<file path="config.mk">
export PLATFORM = sky130hd
export DESIGN_NAME = bus_arbiter
export DESIGN_NICKNAME = d
export VERILOG_FILES = /design/src/rtl/bus_pkg.sv /design/src/rtl/oam_dma_engine.sv /design/src/rtl/bus_arbiter.sv
export SDC_FILE = /design/constraint.sdc
export NUM_CORES = 1
export LEC_CHECK = 0
export BUFFER_PORTS_ARGS = -buffer_cell sky130_fd_sc_hd__buf_2
export CAP_MARGIN = 30
export CORE_MARGIN = 2
export CORE_UTILIZATION = 40
export CTS_BUF_LIST = sky130_fd_sc_hd__clkbuf_4 sky130_fd_sc_hd__clkbuf_8
export DETAILED_ROUTE_END_ITERATION = 12
export PLACE_DENSITY = 0.75
export SLEW_MARGIN = 20
export SYNTH_ARGS = -nofsm -noshare
export SYNTH_HDL_FRONTEND = slang
export SYNTH_SLANG_ARGS = --single-unit
</file>
<file path="constraint.sdc">
create_clock -name clk -period 1.5 [get_ports clk]
set_clock_uncertainty 0.2 [all_clocks]
set_input_delay 0.225 -clock clk [delete_from_list [all_inputs] [get_ports clk]]
set_output_delay 0.225 -clock clk [all_outputs]
set_load 0.01 [all_outputs]
</file>
<file path="src/rtl/bus_pkg.sv">
// Shared types and constants for the CPU bus arbiter and the OAM DMA engine.
package bus_pkg;

  typedef enum logic [1:0] {
    DMA_IDLE  = 2'd0,
    DMA_DELAY = 2'd1,
    DMA_XFER  = 2'd2
  } dma_state_t;

  localparam logic [7:0]  HP_PAGE          = 8'hFF;
  localparam logic [15:0] OAM_BASE         = 16'hFE00;
  localparam logic [15:0] DEF_DMA_REG_ADDR = 16'hFF46;

  localparam int unsigned IDX_W = 8;
  localparam int unsigned DLY_W = 2;

endpackage

</file>
<file path="src/rtl/oam_dma_engine.sv">
// OAM DMA engine: start delay, page copy sequencing and the registered OAM write port.
// Optional macro OAMDMA_ECHO_MIRROR_EN folds source pages E0-FF down onto C0-DF.
module oam_dma_engine
  import bus_pkg::*;
#(
  parameter int unsigned DMA_LEN     = 160,
  parameter int unsigned START_DELAY = 1
) (
  input  logic             clk,
  input  logic             rst,
  input  logic             start_c,
  input  logic [7:0]       start_src,
  input  logic [7:0]       bus_rdata,
  output logic             xfer_c,
  output logic [15:0]      dma_addr_c,
  output logic [7:0]       src,
  output logic             oam_we,
  output logic [IDX_W-1:0] oam_addr,
  output logic [7:0]       oam_wdata,
  output logic             dma_active
);

  dma_state_t       state_q, state_d;
  logic [7:0]       src_q, src_d;
  logic [IDX_W-1:0] idx_q, idx_d;
  logic [DLY_W-1:0] dly_q, dly_d;
  logic             pend_q, pend_d;
  logic [7:0]       data_q, data_d;
  logic [IDX_W-1:0] oam_addr_q, oam_addr_d;
  logic [7:0]       src_eff;

`ifdef OAMDMA_ECHO_MIRROR_EN
  assign src_eff = (src_q >= 8'hE0) ? (src_q & 8'hDF) : src_q;
`else
  assign src_eff = src_q;
`endif

  // Next-state: delay countdown, one DMA read per XFER cycle, FF46 write (re)starts.
  always_comb begin
    state_d    = state_q;
    src_d      = src_q;
    idx_d      = idx_q;
    dly_d      = dly_q;
    pend_d     = 1'b0;
    data_d     = 8'h00;
    oam_addr_d = '0;
    case (state_q)
      DMA_IDLE: begin
        state_d = DMA_IDLE;
      end
      DMA_DELAY: begin
        dly_d = dly_q + DLY_W'(1);
        if (dly_q == DLY_W'(START_DELAY - 1)) state_d = DMA_XFER;
      end
      DMA_XFER: begin
        pend_d     = 1'b1;
        data_d     = bus_rdata;
        oam_addr_d = idx_q;
        idx_d      = idx_q + IDX_W'(1);
        if (idx_q == IDX_W'(DMA_LEN - 1)) state_d = DMA_IDLE;
      end
      default: state_d = DMA_IDLE;
    endcase
    // A restart discards this cycle's read; the write already pending still lands.
    if (start_c) begin
      src_d      = start_src;
      idx_d      = '0;
      dly_d      = '0;
      pend_d     = 1'b0;
      data_d     = 8'h00;
      oam_addr_d = '0;
      state_d    = (START_DELAY == 0) ? DMA_XFER : DMA_DELAY;
    end
  end

  // State and OAM write registers.
  always_ff @(posedge clk or posedge rst) begin
    if (rst) begin
      state_q    <= DMA_IDLE;
      src_q      <= 8'h00;
      idx_q      <= '0;
      dly_q      <= '0;
      pend_q     <= 1'b0;
      data_q     <= 8'h00;
      oam_addr_q <= '0;
    end else begin
      state_q    <= state_d;
      src_q      <= src_d;
      idx_q      <= idx_d;
      dly_q      <= dly_d;
      pend_q     <= pend_d;
      data_q     <= data_d;
      oam_addr_q <= oam_addr_d;
    end
  end

  assign xfer_c     = (state_q == DMA_XFER);
  assign dma_addr_c = {src_eff, idx_q};
  assign src        = src_q;
  assign oam_we     = pend_q;
  assign oam_addr   = oam_addr_q;
  assign oam_wdata  = data_q;
  assign dma_active = xfer_c | pend_q;

endmodule

</file>
<file path="src/rtl/bus_arbiter.sv">
// CPU bus arbiter: routes CPU accesses to the main bus or the high page and owns OAM DMA.
// Optional macro OAMDMA_ECHO_MIRROR_EN (see oam_dma_engine) mirrors DMA source pages E0-FF.
module bus_arbiter
  import bus_pkg::*;
#(
  parameter int unsigned DMA_LEN      = 160,
  parameter int unsigned START_DELAY  = 1,
  parameter logic [15:0] DMA_REG_ADDR = DEF_DMA_REG_ADDR
) (
  input  logic        clk,
  input  logic        rst,
  input  logic        cpu_rd_en,
  input  logic        cpu_wr_en,
  input  logic [15:0] cpu_addr,
  input  logic [7:0]  cpu_wdata,
  output logic [7:0]  cpu_rdata,
  output logic        bus_rd_en,
  output logic        bus_wr_en,
  output logic [15:0] bus_addr,
  output logic [7:0]  bus_wdata,
  input  logic [7:0]  bus_rdata,
  output logic        hp_rd_en,
  output logic        hp_wr_en,
  output logic [7:0]  hp_addr,
  output logic [7:0]  hp_wdata,
  input  logic [7:0]  hp_rdata,
  output logic        oam_we,
  output logic [7:0]  oam_addr,
  output logic [7:0]  oam_wdata,
  output logic        dma_active
);

  logic        is_dma_reg_c;
  logic        is_hp_c;
  logic        dma_start_c;
  logic        dma_xfer_c;
  logic [15:0] dma_addr_c;
  logic [7:0]  dma_src;

  assign is_dma_reg_c = (cpu_addr == DMA_REG_ADDR);
  assign is_hp_c      = (cpu_addr[15:8] == HP_PAGE);
  assign dma_start_c  = cpu_wr_en & is_dma_reg_c;

  oam_dma_engine #(
    .DMA_LEN     (DMA_LEN),
    .START_DELAY (START_DELAY)
  ) u_dma (
    .clk        (clk),
    .rst        (rst),
    .start_c    (dma_start_c),
    .start_src  (cpu_wdata),
    .bus_rdata  (bus_rdata),
    .xfer_c     (dma_xfer_c),
    .dma_addr_c (dma_addr_c),
    .src        (dma_src),
    .oam_we     (oam_we),
    .oam_addr   (oam_addr),
    .oam_wdata  (oam_wdata),
    .dma_active (dma_active)
  );

  // Address decode and port muxing; DMA owns the main bus during XFER.
  always_comb begin
    bus_rd_en = 1'b0;
    bus_wr_en = 1'b0;
    bus_addr  = 16'h0000;
    bus_wdata = 8'h00;
    hp_rd_en  = 1'b0;
    hp_wr_en  = 1'b0;
    hp_addr   = 8'h00;
    hp_wdata  = 8'h00;
    cpu_rdata = 8'hFF;
    if (dma_xfer_c) begin
      bus_rd_en = 1'b1;
      bus_addr  = dma_addr_c;
    end
    if (cpu_rd_en || cpu_wr_en) begin
      if (is_dma_reg_c) begin
        if (cpu_rd_en) cpu_rdata = dma_src;
      end else if (is_hp_c) begin
        hp_rd_en = cpu_rd_en;
        hp_wr_en = cpu_wr_en;
        hp_addr  = cpu_addr[7:0];
        if (cpu_wr_en) hp_wdata = cpu_wdata;
        if (cpu_rd_en) cpu_rdata = hp_rdata;
      end else if (!dma_xfer_c) begin
        bus_rd_en = cpu_rd_en;
        bus_wr_en = cpu_wr_en;
        bus_addr  = cpu_addr;
        if (cpu_wr_en) bus_wdata = cpu_wdata;
        if (cpu_rd_en) cpu_rdata = bus_rdata;
      end
    end
  end

endmodule
</file>
==> Word-level counts from Yosys, hierarchy flattened <==
Index checks and enable logic that the tools add are counted.
{ "totals": {"register_bits": 37, "latch_bits": 0, "mem_bits_rw": 0, "mem_bits_ro": 0, "inputBits": 44, "output_inout_bits": 70, "word_cells": 74, "memories": 0} }
{ "classes": {"n_addsub": 2, "n_mul": 0, "div": 0, "magnitude_cmp": 0, "n_eq_ne": 7, "shift": 0, "muxes": 51, "bitwise_logic": 2, "n_reduce_logical": 5} }
{ "op_table": {"columns": ["op", "n"], "rows": [
  ["$mux W8", 24],
  ["$mux W16", 5],
  ["$eq A16 B16 Y1 const B", 1],
  ["$eq A8 B8 Y1 const B", 2],
  ["$mux W1", 16],
  ["$mux W2", 5],
  ["$add A8 B1 Y8 const B", 1],
  ["$ne A3 B2 Y1 const B", 2],
  ["$pmux W2 S2", 1],
  ["$reduce_bool A2 Y1", 2],
  ["$add A2 B1 Y2 const B", 1],
  ["$eq A2 B1 Y1 const B", 1],
  ["$eq A2 B2 Y1 const B", 1],
  ["$logic_not A2 Y1", 1],
  ["$reduce_and A2 Y1", 1],
  ["$and A1 B1 Y1", 1],
  ["$logic_or A1 B1 Y1", 1],
  ["$or A1 B1 Y1", 1]
]} }

==> Depth between registers and ports, before layout <==
Gate-level depths: netlist of the first run.
{ "depth": {"word_depth": 6, "ltp_mapped": 6, "mapped_depth_nobuf": 5} }

==> Hierarchy <==
Synthesis of the first run repeated with hierarchy kept, for this count alone.
{ "hier_totals": {"hier_cells": 227, "hier_area_um2": 2272.2} }
{ "modules_own_cells": {"columns": ["mod", "n_inst", "cells_each", "area_each_um2", "seq_area_each_um2"], "rows": [
  ["oam_dma_engine", 1, 124, 1496.4, 925.9],
  ["bus_arbiter", 1, 103, 775.7, 0.0]
]} }

==> Worst setup path after synthesis of the first run <==
No wires, ideal clock.
{ "synth_timing": {"path_type": "reg-to-output", "start": "register u_dma.state_q[1]", "end": "output bus_addr[10]", "t_arrival_ns": 1.243, "t_required_ns": 1.075, "path_slack_ns": -0.168, "stages_incl_launch_ff": 6, "n_path_buf": 2, "cell_sequence": "dfrtp_1 nor2b_1 buf_2 nor3_4 buf_6 a22o_1"} }
{ "synth_between": {"elab_chain_len": 6} }
{ "synth_lines": {"columns": ["item", "line", "source"], "rows": [
  ["from (decl)", "oam_dma_engine.sv:23", "dma_state_t state_q, state_d;"],
  ["from (signal assigned)", "oam_dma_engine.sv:87", "state_q <= state_d;"],
  ["$eq A2 B2 Y1 (*)", "oam_dma_engine.sv:97", "assign xfer_c = (state_q == DMA_XFER);"],
  ["$mux W16", "bus_arbiter.sv:73", "if (dma_xfer_c) begin"],
  ["$mux W16", "bus_arbiter.sv:86", "end else if (!dma_xfer_c) begin"],
  ["$mux W16", "bus_arbiter.sv:80", "end else if (is_hp_c) begin"],
  ["$mux W16", "bus_arbiter.sv:78", "if (is_dma_reg_c) begin"],
  ["$mux W16 (*)", "bus_arbiter.sv:77", "if (cpu_rd_en || cpu_wr_en) begin"],
  ["to (decl)", "bus_arbiter.sv:19", "output logic [15:0] bus_addr,"]
]} }
Every way passes the cells marked *; elsewhere a longest branch is shown, timed or not.

==> Final worst setup path of the first run <==
Same ends and word-level chain as after synthesis.

==> results of run 1 <==
-- final cells by class --
class,instances,area [um^2]
timing repair buffer,187,1470
multi-input combinational,157,1370
fill,341,1210
sequential,37,926
tap,70,87.6
clock buffer,5,68.8
inverter,5,18.8
clock inverter,3,17.5
-- metrics by stage --
| step | total power [W] | hold WS, ns | worst slack [ns] | TNS, ns | util [%] |
|---|---|---|---|---|---|
| after floorplan | 0.00117 | 0.154 | -0.151 | -5.35 | - |
| after global placement | 0.00137 | -0.000331 | -0.382 | -24.01 | 61.0 |
| after detailed placement | 0.00138 | 0.00355 | -0.445 | -26.21 | 61.0 |
| after CTS | 0.00214 | 0.00172 | -0.457 | -19.43 | 73.4 |
| after global routing | 0.00225 | 0.0121 | -0.558 | -27.98 | 76.5 |
| final | 0.00215 | 0.0202 | -0.510 | -23.80 | 76.5 |
-- cells in the final DEF, fill, tap and decap left out, types with 3 or more instances in the layout --
cell,n
xor2_1,4
xnor2_1,4
buf_2,84
dlygate4sd3_1,14
nand4_1,7
and3_1,3
dfrtp_1,37
clkbuf_8,5
nor3_4,3
inv_1,5
nor2b_1,8
and2_4,15
and2_1,20
o221ai_2,6
nor2_1,12
buf_6,47
o21ai_1,6
nand2_1,5
and3_4,3
buf_4,36
a22o_1,16
buf_12,3
nor2_4,3
buf_8,3
mux2_4,8
o21ai_0,3
-- routing by layer --
| metal | vias up | part of all wire, % |
|---|---|---|
| li1 | 1119 | - |
| met1 | 1152 | 40 |
| met2 | 106 | 51 |
| met3 | 16 | 6.7 |
| met4 | 0 | 2.2 |
| met5 | - | 0 |
-- flip-flops by register name, summed over array words and instances (netlist names) --
register and flops:
u_dma.oam_addr 8, u_dma.idx_q 8, u_dma.state_q 2, u_dma.dly_q 2, u_dma.src 8, u_dma.oam_wdata 8, u_dma.oam_we 1
-- kinds of logic (layout without fill, tap and decap cells) --
logic type	Yosys count	count (layout)	share of synthesized area [%]
and+or+nand+nor	98	98	29.7
AOI/OAI and AO/OA	40	41	13.9
DFF	37	37	42.7
buffers and inverters	13	200	3.87
xor gates and xnor gates	8	8	3.23
muxes	8	8	5.37
adders and majority gates	2	2	1.16
-- worst max-delay path, cell delays in order, from the launching register on --
cell     delay, ns
dfrtp_1       0.40
nor2b_4       0.16
nor3_4        0.27
buf_4         0.18
a22o_1        0.15
buf_2         0.13
-- what timing repair did --
item / in CTS / in global routing
hold buffers: 14 / 0
endpoints found under the hold margin: 21 / 0
buffers inserted: 17 / 8
cloned: 0 / 1
setup endpoints to repair: 83 / 88
pin swaps: 32 / 20
gates resized for setup: 63 / 35
-- power groups by stage --
stage	logic, W	clock network [W]	registers, W
after global placement	0.000352	0	0.00102
final	0.000470	0.000684	0.000999
after floorplan	0.000154	0	0.00102
after CTS	0.000446	0.000694	0.000999
after global routing	0.000502	0.000750	0.000999
after detailed placement	0.000359	0	0.00102
-- path summary, 6_finish.rpt --
kind                                              start                            to  slack [ns]  cells past startpoint
max                        u_dma.state_q[1]$_DFFE_PP0P_                  bus_addr[10]       -0.51                      5
min                                        cpu_wdata[1]      u_dma.src[1]$_DFFE_PP0P_        0.02                      2
max reg2reg                u_dma.state_q[0]$_DFFE_PP0P_  u_dma.oam_wdata[2]$_DFF_PP0_       -0.22                      7
min reg2reg                  u_dma.dly_q[0]$_DFFE_PP0P_    u_dma.dly_q[0]$_DFFE_PP0P_        0.36                      2
max in group asynchronous                           rst    u_dma.idx_q[0]$_DFFE_PP0P_        0.39                      4
min in group asynchronous                           rst  u_dma.oam_wdata[4]$_DFF_PP0_        0.25                      3
==> results.cfg, run 1 <==
[outcome]
status = complete, but fails checks
violations = negative setup slack

[cells_and_area]
num_antenna_cells = 0
design_area_mm2 = 0.00396
drive_gt1_share_pct = 60.4
area_growth_pct = 82.7
fin_cells = 464
nets = 439

[pwr]
p_sw_share_pct = 26.7
pwr-share-clk_pct = 31.8
peakVddDrop_v = 0.000401
pwr_density_cell_mw_per_mm2 = 544
switchingPower_w = 0.000574
p_int_w = 0.00158
cellLeakagePower_nw = 2.04
power_frac_comb_pct = 21.8
power_frac_seq_pct = 46.4

[synthesis]
syn_nets = 252
synth_top_area_share_pct = 42.7
synth_edf_count = 0
synthFlopType = dfrtp_1
synth_most_common_cell = dfrtp_1
syn_avg_cell_area_um2 = 10.5
yosys.area.top_type = dfrtp_1
yosys_warnings = 0
syn_area_mm2 = 0.00217
ys_top_cells_by_area = dfrtp_1, and2_1, a22o_1
synth.distinct_cells = 38
yosys-top-cells-count = dfrtp_1, and2_1, a22o_1
ys_ff_latch = 37
synthArstFlopShare_pct = 100
seq_area_frac_synth_pct = 42.7
syn_inst = 206

[cts]
cts_buffer_depth = 2
cts_tree = yes
path_clk_slew_ns = 0.08
cts_sinks = 37
htreeDepth = 2
tritoncts.num_buffers = 5
cts_root_buf = clkbuf_8
clk_latency_ns = 0.29

[placement]
dpl_cell_area_mm2 = 0.00316
io_buffers = 113
hpwl_um = 5110
placed_cells = 425
routabilityCongestion = 0.851

[drt]
wire_per_inst_um = 16.8
routed_wl_um = 7790
antenna_left = 0
vias = 2393
first_pass_iters = 4
vias_per_cell = 5.16
drc_errors = 0
drtIter0Drc = 148

[timing]
max_freq_mhz = 497
hold_viol = 0
setup_ws_ns = -0.510
fin_crit_sh_pct = 134
worst_pin_slew_ns = 0.358
drv_slew = 0
max-slew-margin-rel_pct = 76.1
min_period_ns = 2.01
rsz0062_at_grt = yes
setup_viol = 79

[critical_path]
critPathMaxFanout = 4
required_ns = 1.07
cp-start-kind = flip-flop
worstPathArrival_ns = 1.59
cp-end-kind = output pin
critPathKind = flip-flop to output pin

[global_route]
grt_use_met3_pct = 5.12
grtUsageMet2_pct = 43.4
busiest_layer = met2
grt_pass1_wl_um = 11700
grtUsageTotal_pct = 24.9
grt_pass1_vias = 2329
gr-total-overflow = 0
use_met1_pct = 30.5
antenna_found_initial = 0
grt_max_degree = 30

[die]
die_area_mm2 = 0.00602
fp.coreArea_mm2 = 0.00517
die_w_um = 77.6
die_y_um = 77.6
io-pin-count = 114
initial_core_util_pct = 41.9
row_count = 26

[min_path]
hp-class = primary input to flip-flop

[flow_run]
drv_cap = 0
Note: power is estimated with default switching activity, not from simulation.
==> run 2: changes to the inputs <==
==> constraint.sdc (replaced) <==
create_clock -name clk -period 1.5 [get_ports clk]
set_clock_uncertainty 0.2 [all_clocks]
set_input_delay 0.3 -clock clk [delete_from_list [all_inputs] [get_ports clk]]
set_output_delay 0.3 -clock clk [all_outputs]
set_load 0.01 [all_outputs]
==> results.cfg, run 2 (synthesized netlist as in run 1, its figures left out) <==
[outcome]
status = complete, but fails checks
violations = negative setup slack

[cts]
tritoncts.num_buffers = 5
path_clk_slew_ns = 0.07
htreeDepth = 2
cts_buffer_depth = 2
cts_root_buf = clkbuf_8
cts_sinks = 37
clk_latency_ns = 0.29
cts_tree = yes

[placement]
dpl_cell_area_mm2 = 0.00312
hpwl_um = 4930
routabilityCongestion = 0.817
io_buffers = 113
pre_cts_ws_ns = -0.590

[pwr]
pwr_density_cell_mw_per_mm2 = 577
peakVddDrop_v = 0.000287
cellLeakagePower_nw = 1.94

[cells_and_area]
final_cell_mix = buf_2, buf_6, dfrtp_1
num_antenna_cells = 0
multi_input_area_mm2 = 0.00142
fin_util_pct = 74.6
design_area_mm2 = 0.00386
layout_commonest_cell = buf_2
drive_gt1_share_pct = 63.4
fillerInstances = 329
nets = 414
area_growth_pct = 78.2
regArea_um2 = 926

[global_route]
grt_pass1_wl_um = 11500
grtUsageTotal_pct = 24.6
antenna_found_initial = 0
grt_pass1_vias = 2267
gr-total-overflow = 0
grt_max_degree = 38

[die]
fp.coreArea_mm2 = 0.00517
row_count = 26
die_w_um = 77.6
io-pin-count = 114
die_y_um = 77.6
initial_core_util_pct = 41.9
die_area_mm2 = 0.00602

[critical_path]
crit_path_top_delay_cell = dfrtp_1
required_ns = 1.00
critPathLaunch = u_dma.state_q[0]$_DFFE_PP0P_
crit_family = flip-flops
cp-end-kind = output pin
critPathMaxFanout = 8
r2r_end = u_dma.idx_q[6]$_DFFE_PP0P_
critPathKind = flip-flop to output pin
crit_end = cpu_rdata[0]
r2r-start = u_dma.state_q[0]$_DFFE_PP0P_
reg2regPathDepth = 7
r2r_setup_slack_ns = -0.16
crit_buf_inv = 2
worstPathArrival_ns = 1.59
critical_path.max_stage_delay_ns = 0.43
crit_chain = nand2b_4 -> o211ai_2 -> buf_6 -> o221ai_2 -> o21ai_1 -> buf_2
cp-start-kind = flip-flop
crit_cells = 6

[flow_run]
drv_cap = 0

[timing]
hold_slack_ns = 0.0490
fin_crit_sh_pct = 139
setup_ws_ns = -0.592
worst_pin_slew_ns = 0.388
max_freq_mhz = 478
drv_slew = 0
setup_viol = 90
rsz0062_at_grt = yes
min_period_ns = 2.09
hold_viol = 0
max-slew-margin-rel_pct = 73.8

[drt]
vias_per_cell = 5.46
antenna_left = 0
routed_wl_um = 8340
drtIter0Drc = 181
drc_errors = 0
vias = 2397
first_pass_iters = 4
wire_per_inst_um = 19.0

[min_path]
hp-class = primary input to flip-flop
run 2: cell count changes in the layout (fill, tap and decap cells not counted), sizes merged:
cell         previous run  this run
clkbuf                  5         8
nand4                   8         9
clkinv                  2         1
clkinvlp                1         0
buf                   173       159
dlygate4sd3            14         1
run 2: power breakdown:
group	internal [W]	switching (W)
sequential	0.000998	0.000000766
clock	0.000415	0.000348
combinational	0.000243	0.000221
run 2: metrics by stage:
stage | TNS (ns) | total power (W) | instances
3_3_place_gp | -35.24 | 0.00137 | 415
6_report | -30.61 | 0.00223 | 439
3_5_place_dp | -37.03 | 0.00137 | 415
2_1_floorplan | -14.44 | 0.00118 | 206
5_1_grt | -34.15 | 0.00231 | 439
4_1_cts | -26.57 | 0.00219 | 431
run 2: how the worst min path moves through the flow:
stage / startpoint / end / slack [ns] / cells past startpoint
floorplan: bus_rdata[0] / u_dma.oam_wdata[0]$_DFF_PP0_ / 0.23 / 1
global placement: rst / u_dma.oam_addr[1]$_DFF_PP0_ / 0.16 / 3
detailed placement: rst / u_dma.oam_addr[4]$_DFF_PP0_ / 0.16 / 3
CTS: bus_rdata[7] / u_dma.oam_wdata[7]$_DFF_PP0_ / 0.05 / 2
global route: bus_rdata[2] / u_dma.oam_wdata[2]$_DFF_PP0_ / 0.06 / 2
finish: bus_rdata[2] / u_dma.oam_wdata[2]$_DFF_PP0_ / 0.05 / 2
run 2: area by class of cell:
cell class / instances / share of cell area (%)
Timing Repair Buffer: 161 / 33.9
Clock buffer: 7 / 2.50
Clock inverter: 1 / 0.130
Tap cell: 70 / 2.27
Sequential cell: 37 / 24.0
Multi-Input combinational cell: 158 / 36.7
Inverter: 5 / 0.486
run 2: timing repair:
| action | CTS | global route |
|---|---|---|
| gates cloned | 2 | 2 |
| gates resized for setup | 52 | 51 |
| buffers inserted | 6 | 9 |
| endpoints found under the hold margin | 37 | 0 |
| hold buffers | 1 | 0 |
| pin swaps | 20 | 15 |
| endpoints found under the setup margin | 89 | 89 |
run 2: per-layer routing:
metal	wire length [um]	vias up	GRT usage (%)	share of wire, %
met5	0	-	0	0
met4	365	0	12.7	4.4
met1	3160	1142	29.9	38
li1	-	1068	-	-
met2	4200	146	40.5	50
met3	620	41	5.47	7.4
==> run 3: changes to the inputs <==
Settings changed: RECOVER_POWER from default to 50.
==> results.cfg, run 3 (synthesized netlist as in run 1, its figures left out) <==
[timing]
hold_viol = 0
fin_crit_sh_pct = 139
setup_ws_ns = -0.592
worst_pin_slew_ns = 0.476
drv_slew = 0
max-slew-margin-rel_pct = 68.3
setup_viol = 90
max_freq_mhz = 478
fin_tns_setup_ns = -30.60
rsz0062_at_grt = yes
min_period_ns = 2.09

[drt]
vias_per_cell = 5.47
antenna_left = 0
drc_errors = 0
routed_wl_um = 8350
drtIter0Drc = 183
wire_per_inst_um = 19.0
first_pass_iters = 4
vias = 2402

[cts]
cts_sinks = 37
path_clk_slew_ns = 0.08
cts_buffer_depth = 2
tritoncts.num_buffers = 5
cts_root_buf = clkbuf_8
cts_tree = yes
clk_latency_ns = 0.29
htreeDepth = 2

[placement]
placed_cells = 415
routabilityCongestion = 0.817
pre_cts_ws_ns = -0.590
io_buffers = 113
hpwl_um = 4930

[critical_path]
cp-start-kind = flip-flop
critPathLaunch = u_dma.state_q[0]$_DFFE_PP0P_
critPathMaxFanout = 8
required_ns = 1.00
r2r-start = u_dma.state_q[0]$_DFFE_PP0P_
worstPathArrival_ns = 1.59
cp-end-kind = output pin
critPathKind = flip-flop to output pin

[pwr]
peakVddDrop_v = 0.000287
p_int_w = 0.00165
cellLeakagePower_nw = 1.94
switchingPower_w = 0.000570
pwr-share-clk_pct = 34.4
p_sw_share_pct = 25.6
pwr_density_cell_mw_per_mm2 = 578
power_frac_seq_pct = 45.0
power_frac_comb_pct = 20.7

[cells_and_area]
fin_cells = 439
area_growth_pct = 77.6
num_antenna_cells = 0
multi_input_area_mm2 = 0.00142
fillerInstances = 331
fin_util_pct = 74.4
nets = 414
layout_commonest_cell = buf_2
drive_gt1_share_pct = 63.4
final_cell_mix = buf_2, buf_6, dfrtp_1
regArea_um2 = 926

[die]
row_count = 26
die_y_um = 77.6
die_area_mm2 = 0.00602
die_w_um = 77.6
fp.coreArea_mm2 = 0.00517
initial_core_util_pct = 41.9
io-pin-count = 114

[global_route]
gr-total-overflow = 0
grt_max_degree = 38
grt_pass1_wl_um = 11500
antenna_found_initial = 0
grt_pass1_vias = 2267
grtUsageTotal_pct = 24.6

[min_path]
hold_path_startpoint = bus_rdata[2]
hp-class = primary input to flip-flop

[outcome]
status = complete, but fails checks
violations = negative setup slack

[flow_run]
drv_cap = 0
## run 3: changes by cell type in the layout (fill, tap and decap cells not counted)
| cell | before | now |
|---|---|---|
| buf_12 | 5 | 4 |
| clkbuf_4 | 0 | 1 |
## run 3: power groups by stage
stage	Combinational (W)	Clock [W]	Sequential, W
6_report	0.000459	0.000764	0.000999
5_1_grt	0.000484	0.000823	0.000998
4_1_cts	0.000420	0.000770	0.000999
3_5_place_dp	0.000357	0	0.00102
3_3_place_gp	0.000352	0	0.00102
2_1_floorplan	0.000157	0	0.00102
## run 3: cell type report
class                   count  area share, %
clock buffers               7           2.50
repair buffers            161           33.7
clock inverters             1          0.130
well taps                  70           2.28
flip-flops and latches     37           24.1
multi-input cells         158           36.8
inverters                   5          0.488
## run 3: path summary, 6_finish.rpt
| check | to | slack (ns) | cells after the start |
|---|---|---|---|
| setup / recovery | cpu_rdata[0] | -0.59 | 6 |
| hold / removal | u_dma.oam_wdata[2]$_DFF_PP0_ | 0.05 | 2 |
| setup reg to reg | u_dma.idx_q[6]$_DFFE_PP0P_ | -0.16 | 7 |
| hold reg to reg | u_dma.dly_q[0]$_DFFE_PP0P_ | 0.36 | 2 |
| max in group asynchronous | u_dma.oam_wdata[0]$_DFF_PP0_ | 0.28 | 4 |
| min in group asynchronous | u_dma.idx_q[4]$_DFFE_PP0P_ | 0.49 | 4 |
## run 3: metal layers
metal / GRT usage, % / share of wire [%]
met5: 0 / 0
met4: 12.7 / 4.3
met1: 29.9 / 37
met2: 40.5 / 50
met3: 5.47 / 8.2
## run 3: per-stage QoR
stage	cell area [um^2]	power (W)	hold WS [ns]
2_1_floorplan	2230	0.00118	0.229
6_report	3850	0.00222	0.0492
5_1_grt	3850	0.00231	0.0577
3_3_place_gp	3120	0.00137	0.159
3_5_place_dp	3120	0.00137	0.162
4_1_cts	3560	0.00219	0.0451
## run 3: worst max-delay path, stage by stage (launching register included)
cell and delay (ns):
dfrtp_1 0.43, nand2b_4 0.18, o211ai_2 0.11, buf_6 0.16, o221ai_2 0.17, o21ai_1 0.10, buf_2 0.15
## run 3: repair_timing
item                                    CTS  global route
hold buffers                              1             0
pin swaps                                20            15
gates resized for setup                  52            51
endpoints found under the hold margin    37             0
endpoints found under the setup margin   89            89
gates cloned                              2             2
setup buffers                             6             9
